$ cat config.mk
export PLATFORM = sky130hd
export DESIGN_NAME = delta_sigma_dac
export DESIGN_NICKNAME = d
export VERILOG_FILES = /design/src/rtl/delta_sigma_pkg.sv /design/src/rtl/ds_lfsr.sv /design/src/rtl/delta_sigma_dac.sv
export SDC_FILE = /design/constraint.sdc
export NUM_CORES = 1
export LEC_CHECK = 0
export CAP_MARGIN = 0
export CORE_MARGIN = 1
export CORE_UTILIZATION = 60
export CTS_CLUSTER_DIAMETER = 50
export DETAILED_ROUTE_END_ITERATION = 16
export PLACE_DENSITY = 0.85
export SYNTH_ARGS = -nofsm -noshare
export SYNTH_HDL_FRONTEND = slang
export SYNTH_SLANG_ARGS = --single-unit
$ cat constraint.sdc
create_clock -name clk_i -period 8 [get_ports clk_i]
set_clock_uncertainty 0.05 [all_clocks]
set_input_delay 1.6 -clock clk_i [delete_from_list [all_inputs] [get_ports clk_i]]
set_output_delay 1.6 -clock clk_i [all_outputs]
set_load 0.02 [all_outputs]
$ cat src/rtl/delta_sigma_pkg.sv
// Shared constants and helpers for the second-order delta-sigma DAC.
//
// Contents:
//   DATA_W, ACC_W, IN_LIMIT  default sample width, integrator width and input clamp
//   FS_POS / FS_NEG          feedback levels (+/- half of the input range)
//   LFSR_SEED / LFSR_TAPS    dither generator reset value and tap mask
//   sat_acc()                clamps a wide sum into a signed accW-bit range
//
// Optional feature macro: DELTA_SIGMA_DITHER_EN (see delta_sigma_dac.sv).
package delta_sigma_pkg;

    localparam int DATA_W   = 14;
    localparam int ACC_W    = 20;
    localparam int IN_LIMIT = 6144;

    localparam int FS_POS = 2 ** (DATA_W - 1);
    localparam int FS_NEG = -(2 ** (DATA_W - 1));

    // Taps 16,14,13,11 of a right-shifting Fibonacci LFSR map onto bits 0,2,3,5.
    localparam logic [15:0] LFSR_SEED = 16'hACE1;
    localparam logic [15:0] LFSR_TAPS = 16'h002D;

    // Clamp a 32-bit signed sum into the signed range of an accW-bit register.
    // The integrators never wrap: hitting either rail simply pins them there.
    function automatic logic signed [31:0] sat_acc(input logic signed [31:0] x,
                                                   input int accW);
        logic signed [31:0] hi;
        logic signed [31:0] lo;
        hi = (32'sd1 <<< (accW - 1)) - 32'sd1;
        lo = -hi - 32'sd1;
        if (x > hi) begin
            sat_acc = hi;
        end else if (x < lo) begin
            sat_acc = lo;
        end else begin
            sat_acc = x;
        end
    endfunction

endpackage

$ cat src/rtl/ds_lfsr.sv
// 16-bit Fibonacci LFSR used as a tiny dither source for the modulator.
//
// Ports:
//   clk_i   system clock
//   rst_ni  asynchronous active-low reset, loads LFSR_SEED
//   en_i    advance one step per cycle while high
//   lfsr_o  current register contents
module ds_lfsr
    import delta_sigma_pkg::*;
(
    input  logic        clk_i,
    input  logic        rst_ni,
    input  logic        en_i,
    output logic [15:0] lfsr_o
);

    logic [15:0] lfsr_q;
    logic [15:0] lfsr_d;

    // Shift right, feeding the XOR of the tapped bits back in at the top.
    always_comb begin
        lfsr_d = lfsr_q;
        if (en_i) begin
            lfsr_d = {^(lfsr_q & LFSR_TAPS), lfsr_q[15:1]};
        end
    end

    // State register; the non-zero seed keeps the LFSR out of its lock-up state.
    always_ff @(posedge clk_i or negedge rst_ni) begin
        if (!rst_ni) begin
            lfsr_q <= LFSR_SEED;
        end else begin
            lfsr_q <= lfsr_d;
        end
    end

    assign lfsr_o = lfsr_q;

endmodule

$ cat src/rtl/delta_sigma_dac.sv
// Second-order 1-bit delta-sigma modulator: turns sporadic signed audio samples
// into a pulse-density bitstream for an external RC reconstruction filter.
// The loop runs every clock; the latest sample is held between valid strobes.
//
// Ports:
//   clk_i          system clock (50 MHz)
//   rst_ni         asynchronous active-low reset, clears all state
//   audio_valid_i  one-cycle strobe qualifying audio_i
//   audio_i        signed sample, clamped to +/-IN_LIMIT on capture
//   wave_o         registered 1-bit pulse-density output
//
// Optional feature macro: DELTA_SIGMA_DITHER_EN adds a 2-bit LFSR dither
// (-2..+1) to the held sample before the first integrator.
module delta_sigma_dac
    import delta_sigma_pkg::*;
#(
    parameter int DATA_W   = delta_sigma_pkg::DATA_W,
    parameter int ACC_W    = delta_sigma_pkg::ACC_W,
    parameter int IN_LIMIT = delta_sigma_pkg::IN_LIMIT
) (
    input  logic              clk_i,
    input  logic              rst_ni,
    input  logic              audio_valid_i,
    input  logic [DATA_W-1:0] audio_i,
    output logic              wave_o
);

    logic signed [DATA_W-1:0] sample_q;
    logic signed [DATA_W-1:0] sample_d;
    logic signed [ACC_W-1:0]  int1_q;
    logic signed [ACC_W-1:0]  int1_d;
    logic signed [ACC_W-1:0]  int2_q;
    logic signed [ACC_W-1:0]  int2_d;
    logic                     wave_q;
    logic                     wave_d;

    logic signed [31:0] audioExt;
    logic signed [31:0] dither;
    logic signed [31:0] fbExt;
    logic signed [31:0] uExt;
    logic signed [31:0] int1Sum;
    logic signed [31:0] int2Sum;

    assign audioExt = 32'($signed(audio_i));

`ifdef DELTA_SIGMA_DITHER_EN
    logic [15:0] lfsrVal;

    ds_lfsr u_lfsr (
        .clk_i  (clk_i),
        .rst_ni (rst_ni),
        .en_i   (1'b1),
        .lfsr_o (lfsrVal)
    );

    // The two LSBs read as a signed 2-bit value give a zero-ish mean nudge.
    assign dither = 32'($signed(lfsrVal[1:0]));
`else
    assign dither = '0;
`endif

    // Sample capture: clamp to +/-IN_LIMIT so the second-order loop stays
    // stable, and hold the value until the next valid strobe.
    always_comb begin
        sample_d = sample_q;
        if (audio_valid_i) begin
            if (audioExt > IN_LIMIT) begin
                sample_d = DATA_W'(IN_LIMIT);
            end else if (audioExt < -IN_LIMIT) begin
                sample_d = DATA_W'(-IN_LIMIT);
            end else begin
                sample_d = audio_i;
            end
        end
    end

    // Loop update: both integrators subtract the fed-back output level, and
    // the second one consumes the freshly computed first-integrator value.
    // The output bit is the sign of the new second integrator.
    always_comb begin
        fbExt   = wave_q ? 32'(FS_POS) : 32'(FS_NEG);
        uExt    = 32'(sample_q) + dither;
        int1Sum = 32'(int1_q) + uExt - fbExt;
        int1_d  = ACC_W'(sat_acc(int1Sum, ACC_W));
        int2Sum = 32'(int2_q) + 32'(int1_d) - fbExt;
        int2_d  = ACC_W'(sat_acc(int2Sum, ACC_W));
        wave_d  = ~int2_d[ACC_W-1];
    end

    // State registers; an asserted reset drops everything, including the
    // held sample, without waiting for a clock edge.
    always_ff @(posedge clk_i or negedge rst_ni) begin
        if (!rst_ni) begin
            sample_q <= '0;
            int1_q   <= '0;
            int2_q   <= '0;
            wave_q   <= 1'b0;
        end else begin
            sample_q <= sample_d;
            int1_q   <= int1_d;
            int2_q   <= int2_d;
            wave_q   <= wave_d;
        end
    end

    assign wave_o = wave_q;

endmodule

==> flow_metrics.tcl, run 1 <==
set metrics [dict create \
    status "finished, final reports clean" \
    postRouteAntennaNets 0 \
    r2r_slack_ns 0.74 \
    rsz0062_at_grt "false" \
    hpwl_mm 8.835 \
    clk-insertion-delay-late_ns 0.31 \
    maxCapViolations 0 \
    dieArea_um2 9183 \
    slew_viol_final 0 \
    grt_pass1_vias 4295 \
    pin_count 18 \
    synth_edf_count 0 \
    hold_buffers 0 \
    portBuffers 17 \
    syn_to_final_growth_pct 6.135 \
    layout_commonest_cell "inv_1" \
    synth_compound_area_share_pct 25.65 \
    reg2reg_to "int2_q[10]" \
    drive_gt1_share_pct 5.388 \
    syn_inst 619 \
    wire_per_inst_um 15.33 \
    clk_path_buf_depth 2 \
    hold_path_startpoint "sample_q[11]" \
    grt_util_all_layers_pct 26.09 \
    num_antenna_cells 0 \
    cts_resized 0 \
    hold_depth 2 \
    seq_area_frac_synth_pct 26.05 \
    synth_adder_area_share_pct 20.89 \
    place_congestion 0.9230 \
    final_cell_mix "inv_1, ha_1, dfrtp_1" \
    num-fill-cells 666 \
    startpoint_type "register" \
    die_h_um 95.83 \
    fin_setup_tns_ns 0 \
    clk_pin_slew_ns 0.10 \
    period_share_pct 90.76 \
    path_class "reg -> reg" \
    vias 4388 \
    syn_avg_cell_area_um2 8.534 \
    finalNetCount 728 \
    syn-num-nets 717 \
    fp.dieW_um 95.83 \
    grt_max_degree 56 \
    synth_cell_types 67 \
    wl_met2_mm 5.570 \
    rows 33 \
    drc 0 \
    hold_end "sample_q[11]" \
    arrival_ns 7.38 \
    dr_wl_met3_um 634 \
    end_kind "register" \
    grt_pass1_wl_mm 18.59 \
    hold_path_class "reg -> reg" \
    drt_wl_total_mm 11.28 \
    fmax_mhz 137.7 \
    drtIter0Drc 216 \
    yosys.area.top_type "dfrtp_1" \
    htreeDepth 2 \
    grt_overflow 0 \
    dr.pass1.iters 4 \
    synth_ff_type "dfrtp_1" \
    syn_area_um2 5283 \
    cts_setup_buffers 0 \
    via_per_inst 5.962 \
    yosys_register_bits 55 \
    synth.top_cells.by_area "dfrtp_1, ha_1, inv_1" \
    synthSimpleGateAreaFrac_pct 11.98 \
    wl_met1_mm 4.827 \
    synth_top_area_share_pct 26.05 \
    tightestPinTransition_ns 1.088 \
    ys_warn_count 0 \
    regToRegStartpoint "wave_o" \
    cts_root_buf "clkbuf_8" \
    cts_tree "done" \
    synthArstFlopShare_pct 100.0 \
    numClockSinks 55 \
    antenna_found_initial 0 \
    utilization_pct 66.89 \
    period_minus_slack_ns 7.261 \
    slew_headroom_pct 27.33 \
    core_um2 8382 \
    synthMuxAreaShare_pct 0.5921 \
    synth_xor_area_share_pct 4.950 \
    highest_layer "met4" \
    path_max_fanout 36 \
    crit_required_ns 8.12 \
    numCtsBuffers 5 \
    start_util_pct 63.02 \
    r2r_cells 22 \
    setup_viol 0 \
    synth_top_family_by_area "compound AO/OA/AOI/OAI gates" \
    hold_viol_final 0 \
]
-- cell families after synthesis --
family / Yosys count
compound gates: 198
simple gates: 121
fa+ha+maj: 81
mux: 3
flops: 55
buf+inv: 132
xor+xnor: 29
-- worst max path at each step --
stage / slack (ns) / start / endpoint / depth (start not counted)
2_1_floorplan: 1.78 / wave_o / int2_q[18] / 25
3_3_place_gp: 1.13 / wave_o / int2_q[10] / 22
3_5_place_dp: 0.83 / wave_o / int2_q[10] / 22
4_1_cts: 0.80 / wave_o / int2_q[10] / 22
5_1_grt: 0.20 / wave_o / int2_q[18] / 22
6_report: 0.74 / wave_o / int2_q[10] / 22
-- area by class of cell --
class,count,area [um^2],share of cell area (%)
multi-input combinational,432,3385,60.37
clock buffer,7,86.33,1.540
sequential,55,1376,24.55
tap,105,131.4,2.343
inverter,117,439.2,7.833
timing repair buffer,19,180.2,3.214
clock inverter,1,8.758,0.1562
-- synthesized netlist by cell type, types with 7 or more instances --
cell and n:
o21ai_0 44, nor3_1 8, o21ai_1 11, fa_1 12
a21o_1 15, xor2_1 18, o211ai_1 7, nand2_1 35
dfrtp_1 55, ha_1 69, nor2_1 24, inv_1 117
a21oi_1 51, xnor2_1 10, o21a_1 20
-- through the flow --
stage	cells	hold WS (ns)	setup slack, ns	area (um^2)
after global routing	736	0.5352	0.2022	5607
after CTS	736	0.5187	0.7951	5607
final	736	0.5085	0.7391	5607
after detailed placement	728	0.4959	0.8347	5512
after global placement	728	0.4814	1.129	5512
after floorplan	619	0.4525	1.776	5283
-- sequential cells by signal, indices dropped and copies added, names as in the netlist --
name,flops
int2_q,20
wave_o,1
sample_q,14
int1_q,20
-- critical path: stages, from the launching register on --
cell	delay, ns
dfrtp_1	0.66
inv_1	0.34
fa_1	0.60
inv_1	0.04
ha_1	0.37
a21oi_1	0.36
nor2_1	0.09
o21ai_0	0.19
o31ai_1	0.11
a211oi_2	0.37
a32oi_4	0.41
o21a_1	0.31
fa_1	0.48
inv_1	0.04
ha_1	0.45
and4_1	0.35
nand3_1	0.12
a311oi_1	0.37
nand3b_2	0.26
a211oi_2	0.15
or2_2	0.34
a31oi_4	0.46
nor3_1	0.17
-- per-layer routing --
| metal | up-vias | GRT usage (%) |
|---|---|---|
| met1 | 2054 | 31.52 |
| met5 | - | 0 |
| met3 | 28 | 3.712 |
| met4 | 0 | 8.706 |
| met2 | 155 | 47.44 |
| li1 | 2151 | - |
Power of run 1 is not shown: default switching activity piles up to over one toggle a cycle in this logic, so the estimate is an artifact.
==> run 2: changes to the inputs <==
- CAP_MARGIN: 0 -> 10
- PLACE_DENSITY: 0.85 -> 0.78
==> flow_metrics.tcl, run 2 (synthesis results as in run 1) <==
set metrics [dict create \
    drt_wl_total_mm 10.93 \
    period_minus_slack_ns 7.139 \
    grt_overflow 0 \
    reg2reg_to "int2_q[10]" \
    grt_max_degree 56 \
    hold_end "sample_q[11]" \
    dr.pass1.iters 7 \
    tightestPinTransition_ns 1.058 \
    layout_commonest_cell "inv_1" \
    fp.dieW_um 95.83 \
    clk-insertion-delay-late_ns 0.32 \
    pin_count 18 \
    drtIter0Drc 161 \
    portBuffers 17 \
    numCtsBuffers 5 \
    setup_viol 0 \
    num_antenna_cells 0 \
    place_congestion 0.9049 \
    slew_viol_final 0 \
    r2r_cells 22 \
    place_area_um2 5519 \
    htreeDepth 2 \
    hold_buffers 0 \
    antenna_found_initial 0 \
    path_max_fanout 28 \
    slew_headroom_pct 29.32 \
    post-place-ws_ns 0.8941 \
    status "finished, final reports clean" \
    cts_resized 0 \
    vias 4276 \
    arrival_ns 7.27 \
    stdcell_count 737 \
    core_um2 8382 \
    cts_root_buf "clkbuf_8" \
    cts_setup_buffers 0 \
    wire_per_inst_um 14.83 \
    postRouteAntennaNets 0 \
    hold_path_class "reg -> reg" \
    regToRegStartpoint "wave_o" \
    drive_gt1_share_pct 5.696 \
    syn_to_final_growth_pct 6.277 \
    dieArea_um2 9183 \
    hpwl_mm 8.566 \
    fin_area_um2 5614 \
    period_share_pct 89.24 \
    end_kind "register" \
    fmax_mhz 140.1 \
    crit_required_ns 8.13 \
    hold_depth 2 \
    hold_viol_final 0 \
    fin_setup_tns_ns 0 \
    grt_pass1_wl_mm 18.95 \
    die_h_um 95.83 \
    final_cell_mix "inv_1, ha_1, dfrtp_1" \
    r2r_slack_ns 0.86 \
    maxCapViolations 0 \
    rsz0062_at_grt "false" \
    setup_ws_ns 0.8611 \
    hold_path_startpoint "sample_q[11]" \
    cts_tree "done" \
    numClockSinks 55 \
    via_per_inst 5.802 \
    num-fill-cells 709 \
    rows 33 \
    reg_top3 "int1_q: 20 flops, int2_q: 20 flops, sample_q: 14 flops" \
    grt_util_all_layers_pct 26.32 \
    grt_pass1_vias 4291 \
    finalNetCount 729 \
    clk_path_buf_depth 2 \
    place_inst 729 \
    path_class "reg -> reg" \
    clk_pin_slew_ns 0.11 \
    drc 0 \
    startpoint_type "register" \
    start_util_pct 63.02 \
]
-- run 2: cell types whose count changed in the layout (fill, tap and decap cells not counted) --
cell,change
clkbuf_1,-1
buf_4,+1
inv_6,+2
clkbuf_8,-1
-- run 2: final cells by class --
| class | count | area (um^2) | area share (%) |
|---|---|---|---|
| sequential | 55 | 1376 | 24.52 |
| clock buffer | 5 | 68.82 | 1.226 |
| tap | 105 | 131.4 | 2.340 |
| clock inverter | 3 | 26.28 | 0.4680 |
| timing repair buffer | 20 | 187.7 | 3.343 |
| inverter | 117 | 439.2 | 7.823 |
| multi-input combinational | 432 | 3385 | 60.29 |
-- run 2: worst max path at each step --
stage,from,endpoint,depth (start not counted),slack [ns]
after floorplan,wave_o,int2_q[18],25,1.78
after global placement,wave_o,int2_q[10],22,1.08
after detailed placement,wave_o,int2_q[10],22,0.89
after CTS,wave_o,int2_q[10],22,0.86
after global routing,wave_o,int2_q[5],22,0.33
final,wave_o,int2_q[10],22,0.86
-- run 2: metrics by stage --
stage | util, % | hold WS, ns
floorplan | - | 0.4525
global placement | 65.85 | 0.4817
detailed placement | 65.85 | 0.4858
CTS | 66.98 | 0.5129
global route | 66.98 | 0.5446
finish | 66.98 | 0.5055
-- run 2: critical path: stages (launching register included) --
cell and delay, ns:
dfrtp_1 0.65, inv_1 0.33, fa_1 0.59, inv_1 0.04
ha_1 0.36, a21oi_1 0.42, nor2_1 0.09, o21ai_0 0.15
o31ai_1 0.11, a211oi_2 0.35, o211ai_2 0.49, o21a_1 0.28
fa_1 0.49, inv_1 0.05, ha_1 0.43, and4_1 0.32
nand3_1 0.11, a311oi_1 0.35, nand3b_2 0.26, a211oi_2 0.15
or2_2 0.33, a31oi_4 0.47, nor3_1 0.12
-- run 2: per-layer routing --
metal	GRT usage (%)	share of wire, %	vias to the layer above
met3	3.002	4.5	17
li1	-	-	2146
met1	35.26	47	2022
met5	0	0	-
met2	45.06	47	91
met4	7.090	1.3	0
Power of run 2 is left out for the same reason.
